===== src/rtl/isr_ctrl.sv =====
// rtl/isr_ctrl.sv - interrupt cause capture, jisr strobe, boot interrupt and flush sequencing
// Optional macro EXT_IRQ_EDGE_EN: sticky edge-detected external requests with software clear.
module isr_ctrl #(
  parameter int NCAUSE       = 23,
  parameter int NEXT         = 16,
  parameter int FLUSH_CYCLES = 2
) (
  input  logic              clk,
  input  logic              reset,
  input  logic              commit_en,
  input  logic [6:0]        int_cause,
  input  logic [NEXT-1:0]   ext_irq,
  input  logic              irq_clr_we,
  input  logic [NEXT-1:0]   irq_clr,
  input  logic [31:0]       sr,
  output logic              jisr,
  output logic [NCAUSE-1:0] mca,
  output logic              rpt,
  output logic [4:0]        il,
  output logic              busy
);

  typedef enum logic [1:0] {
    ST_BOOT,
    ST_IDLE,
    ST_DRAIN
  } state_t;

  localparam logic [3:0] CNT_LOAD = 4'(FLUSH_CYCLES - 1);

  state_t            r_state;
  state_t            w_next;
  logic [3:0]        r_cnt;
  logic [3:0]        w_cnt_next;
  logic [NEXT-1:0]   w_req;
  logic [NCAUSE-1:0] w_idle_mca;
  logic [NCAUSE-1:0] w_mca;
  logic              w_jisr;
  logic              w_busy;
  logic [4:0]        w_il;
  logic              w_unused;

`ifdef EXT_IRQ_EDGE_EN
  logic [NEXT-1:0] r_ext_q;
  logic [NEXT-1:0] r_pend;

  // A new rising edge wins over a same-cycle software clear.
  always_ff @(posedge clk) begin
    if (reset) begin
      r_ext_q <= '0;
      r_pend  <= '0;
    end else begin
      r_ext_q <= ext_irq;
      r_pend  <= (r_pend & ~({NEXT{irq_clr_we}} & irq_clr)) | (ext_irq & ~r_ext_q);
    end
  end

  assign w_req    = r_pend;
  assign w_unused = ^{int_cause[0], sr[5:0], sr[31:NCAUSE]};
`else
  assign w_req    = ext_irq;
  assign w_unused = ^{int_cause[0], sr[5:0], sr[31:NCAUSE], irq_clr_we, irq_clr};
`endif

  always_comb begin
    w_idle_mca = '0;
    for (int i = 1; i <= 6; i++) begin
      w_idle_mca[i] = commit_en & int_cause[i];
    end
    w_idle_mca[6] = w_idle_mca[6] & sr[6];
    for (int k = 0; k < NEXT; k++) begin
      w_idle_mca[7+k] = w_req[k] & sr[7+k];
    end
  end

  always_comb begin
    w_next     = r_state;
    w_cnt_next = r_cnt;
    w_jisr     = 1'b0;
    w_mca      = '0;
    w_busy     = 1'b1;
    if (!reset) begin
      case (r_state)
        ST_BOOT: begin
          w_jisr     = 1'b1;
          w_mca      = NCAUSE'(1);
          w_next     = ST_DRAIN;
          w_cnt_next = CNT_LOAD;
        end
        ST_IDLE: begin
          w_busy = 1'b0;
          w_mca  = w_idle_mca;
          w_jisr = commit_en & (|w_idle_mca);
          if (w_jisr) begin
            w_next     = ST_DRAIN;
            w_cnt_next = CNT_LOAD;
          end
        end
        ST_DRAIN: begin
          if (r_cnt == 4'd0) begin
            w_next = ST_IDLE;
          end else begin
            w_cnt_next = r_cnt - 4'd1;
          end
        end
        default: begin
          w_next = ST_BOOT;
        end
      endcase
    end
  end

  // Lowest set index has highest priority.
  always_comb begin
    w_il = 5'd0;
    for (int i = NCAUSE - 1; i >= 0; i--) begin
      if (w_mca[i]) begin
        w_il = 5'(i);
      end
    end
  end

  always_ff @(posedge clk) begin
    if (reset) begin
      r_state <= ST_BOOT;
      r_cnt   <= 4'd0;
    end else begin
      r_state <= w_next;
      r_cnt   <= w_cnt_next;
    end
  end

  assign jisr = w_jisr;
  assign mca  = w_mca;
  assign il   = w_il;
  assign rpt  = (|w_mca) && (w_il >= 5'd1) && (w_il <= 5'd4);
  assign busy = w_busy;

endmodule


===== config.mk =====
export PLATFORM = sky130hd
export DESIGN_NAME = isr_ctrl
export DESIGN_NICKNAME = d
export VERILOG_FILES = /design/src/rtl/isr_ctrl.sv
export SDC_FILE = /design/constraint.sdc
export NUM_CORES = 1
export LEC_CHECK = 0
export CAP_MARGIN = 15
export CORE_MARGIN = 2
export CORE_UTILIZATION = 29
export DETAILED_ROUTE_END_ITERATION = 10
export GPL_ROUTABILITY_DRIVEN = 1
export PLACE_DENSITY = 0.87
export SLEW_MARGIN = 20
export SYNTH_ARGS = -nofsm -noshare
export SYNTH_HDL_FRONTEND = slang
export SYNTH_SLANG_ARGS = --single-unit
export TNS_END_PERCENT = 20

===== constraint.sdc =====
create_clock -name clk -period 5.6 [get_ports clk]
set_input_delay 1.4 -clock clk [delete_from_list [all_inputs] [get_ports clk]]
set_output_delay 1.4 -clock clk [all_outputs]
set_load 0.05 [all_outputs]

==> run summary <==
The flow ran to the end, and the final reports show no timing, DRC or antenna violations. 0 antenna diodes ended up in the layout. In the synthesized netlist the dominant register cell turns out to be dfxtp_1. The critical-path maximum fanout is 6, and the xor and xnor area share after synthesis is 0.986%.

The number of buffers inserted by hold repair at cts is 0. The post-route netlist has 20.3% of its cells at a drive strength greater than 1. The signed area change from the synthesized netlist to the final layout was 114%; the net switching component of the power was 236 µW. Power spread over the standard cell area amounts to 248 nW/µm². At the pin with the least slew margin, the transition time is 0.561 ns. For this design, the sink count on the clock tree is 6.

The worst hold path terminates at r_cnt[2]. The worst hold path was traced through 2 stages. Internal power contribution: 237 µW.

The first TritonRoute pass finished after 4 iterations. After clock tree synthesis, the repair step resized 0 gates. The worst slew margin relative to its limit was 62.4%. Setup slack on the worst reg-to-reg path comes out at 3.91 ns.

The most numerous cell type found on the critical path is clkdlybuf4s50_1. After clock tree synthesis, the setup repair step added 0 buffers. Leaving out fill and tap cells, the most frequent cell in the layout is clkdlybuf4s50_1. Violation count after the first detailed-routing iteration: 31. Setup violations remaining at the end of the flow were counted as 0.

For the multi-input gate area in the final layout, the log shows 708 µm². In the layout the commonest cells are clkdlybuf4s50_1, buf_12, nor2_1. In this run the critical register-to-register path is captured at r_cnt[1].

The core box area was 2980 µm². The height of the die is 59.3 µm. The die covers 3520 µm². For the power share of the clock group, the log shows 8.3%. After synthesis, flip-flops and latches occupy 13.5% of the total area.

Kind of critical path: input port to output port. Post-layout minimum cycle time: 5.13 ns. On the worst path, the slowest cell contributes a delay of 0.73 ns. The cell type contributing the most total cell area after synthesis was dfxtp_1.

Traced cell by cell, the critical path runs through clkdlybuf4s50_1 -> a222oi_1 -> nand3_1 -> o31ai_4 -> a21oi_1 -> clkdlybuf4s50_1. After synthesis, the share of flip-flops with an asynchronous set or reset is 0%. The largest buffer count on any clock path is 2, and the worst clock skew is 0.00122 ns. Yosys mapped the design onto 43 distinct sky130hd cell types. The count of input and output buffers works out to 72. In this run the critical register-to-register path is launched from r_cnt[0]. The kind of cell with the highest combined delay along the critical path is buffers and inverters. The buffering stage count on the worst path with inverters included is 2, and the post-synthesis share of cell area spent on and, or, nand and nor gates is 42.7%.

The run gives 228 as the number of inserted filler cells in the final layout. Yosys attributes the largest share of cell area to dfxtp_1, nor2_1, and3_1, a22oi_1, nand2_1. For the sequential share of power, the log shows 18.2%.

The sequential cell area came out at 120 µm². The via count of the first global-routing pass is 1291. The antenna violation net count after detailed routing was 0; the max-cap check violation count was 0. For the relative contribution of combinational cells to total power, the log shows 73.5%. Across every metal layer, demand over resource in global routing totals 21.3%. The tools report the total count of max-transition violations in the final report as 0. For this run, the top clock speed supported by timing is 0.195 GHz. The maximum vdd drop was 0.126 mV; the I/O pin total was 106. The count of H-tree levels built during CTS is 1. Entering global routing, the biggest net connects 17 pins. The share of synthesized cell area in full adder, half adder and majority cells was 1.41%. Switching share of total power: 49.9%. After synthesis, the largest family of logic cells by area is simple AND/OR/NAND/NOR gates. In this run the horizontal extent of the chip is 59.3 µm. The number of buffers created by CTS is 3. The tools report the total DRC errors in the routed layout as 0. The final critical path takes up 91.6% of the cycle. Dividing the detail-routed wire length by the instance count gives 14.3 µm. The number of antenna violations at the first check in global routing was 0. The worst setup path is launched from an input port. Setup repair after global routing left no endpoint under its margin. The standard cell with the maximum stage delay on the critical path is clkdlybuf4s50_1. The arrival time of data at the critical path endpoint is 3.73 ns.

The clock edge transition at the registers on the reported setup and hold paths was 0.04 ns; the standard-cell row count was 20. Of the post-synthesis cell area, the part taken by muxes is 0%. The worst hold path begins at r_cnt[2]. On the final layout, the worst hold slack is 0.544 ns. For the worst-skew pair, the clock arrives at the later sink with an insertion delay of 0.24 ns.

The tree is rooted in a clkbuf_4. For this configuration, the core starts out at a cell density of 29.8%. The routed layout has 1327 vias.

The gate count of the mapped netlist was 135. The length in cells of the worst reg-to-reg path is 5. The number of synthesized register bits works out to 6. The worst hold path belongs to the class register to register. Summing the areas of all compound-gate instances in the mapped netlist gives 34.6% of the synthesized area.

The global-route wire length before repair was 5.80 mm; the count of endpoints failing hold in the final timing report was 0. The warning count from the yosys run was 0; the net count after synthesis was 211. Adding up every negative setup slack in the final design gives 0 ns. STA classifies the critical path endpoint as an output port. For the netlist area before placement, the log shows 888 µm². Via density per instance: 5.53.

The number of enable flip-flop cells after synthesis came out at 0. Summed over all layers, the global routing overflow is 0. Each instance of the synthesized netlist takes up on average 6.58 µm². The HPWL after detailed placement is 2.96 mm.

The final layout contains routed wiring with a total length of 3.44 mm. The synthesized design devotes to its leading area cell type 13.5% of total area. The analysis attributes to cell leakage a power of 0.000750 µW.

The worst endpoint required time is 4.20 ns, and the weighted congestion reported at the end of routability-driven placement is 0.786. For the count of nets after finishing, the log shows 285. TritonCTS built the clock tree.
how the worst max path moves through the flow:
stage	from	end	slack, ns	depth (start not counted)
after floorplan	reset	il[4]	0.32	4
after detailed placement	ext_irq[15]	jisr	0.47	6
after CTS	ext_irq[15]	jisr	0.46	6
after global routing	sr[10]	jisr	0.33	6
final	ext_irq[15]	jisr	0.47	6
after global placement	ext_irq[15]	jisr	0.51	6
cells by family (layout without fill, tap and decap cells):
kind of cell / Yosys count / after routing
buf+inv: 10 / 82
flops: 6 / 6
xor+xnor: 1 / 1
compound gates: 43 / 43
fa+ha+maj: 1 / 1
simple gates: 74 / 74
metal layers:
| metal | vias up | routed length (µm) | GRT usage, % |
|---|---|---|---|
| met2 | 41 | 1880 | 38.1 |
| met3 | 6 | 207 | 6.33 |
| li1 | 667 | - | - |
| met1 | 613 | 1290 | 23.5 |
| met5 | - | 0 | 0 |
| met4 | 0 | 60 | 7.47 |
stage by stage:
stage          util [%]  total power (µW)  instances  worst slack, ns  instance area (µm²)
2_1_floorplan         -               308        135            0.319                  888
3_3_place_gp       63.2               424        237            0.514                 1880
3_5_place_dp       63.2               436        237            0.466                 1880
4_1_cts            63.9               476        240            0.457                 1900
5_1_grt            63.9               511        240            0.332                 1900
6_report           63.9               472        240            0.468                 1900
cells in the mapped netlist (3+ instances only):
cell type,instances
inv_1,4
dfxtp_1,6
o21ai_0,8
nand2_1,14
nor3_1,3
nand4_1,3
a22oi_1,7
a31oi_1,4
nand3_1,4
and3_1,10
nor2_1,24
a21oi_1,7
state kept, by name (all words and copies together), names as in the netlist:
| register | count |
|---|---|
| r_state | 2 |
| r_cnt | 4 |
worst reg2reg max path, cell delays in order, from the launching register on:
cell	delay (ns)
dfxtp_1	0.37
inv_1	0.06
ha_1	0.22
a31oi_1	0.49
o21ai_0	0.19
nor4_2	0.26
final cells by class:
type                    instances  share of cell area (%)
flip-flops and latches          6                    6.31
multi-input cells             119                    37.2
repair buffers                 75                    52.3
well taps                      33                    2.17
clock buffers                   3                    1.18
inverters                       4                   0.789
power groups by stage:
stage,Clock [µW],Sequential (µW),Combinational (µW)
after floorplan,0,68.8,239
after detailed placement,0,87.3,348
after global placement,0,85.0,339
final,39.0,86.0,347
after global routing,44.1,90.1,377
after CTS,40.6,86.6,349
No activity file was read; power rests on OpenSTA's default activity.
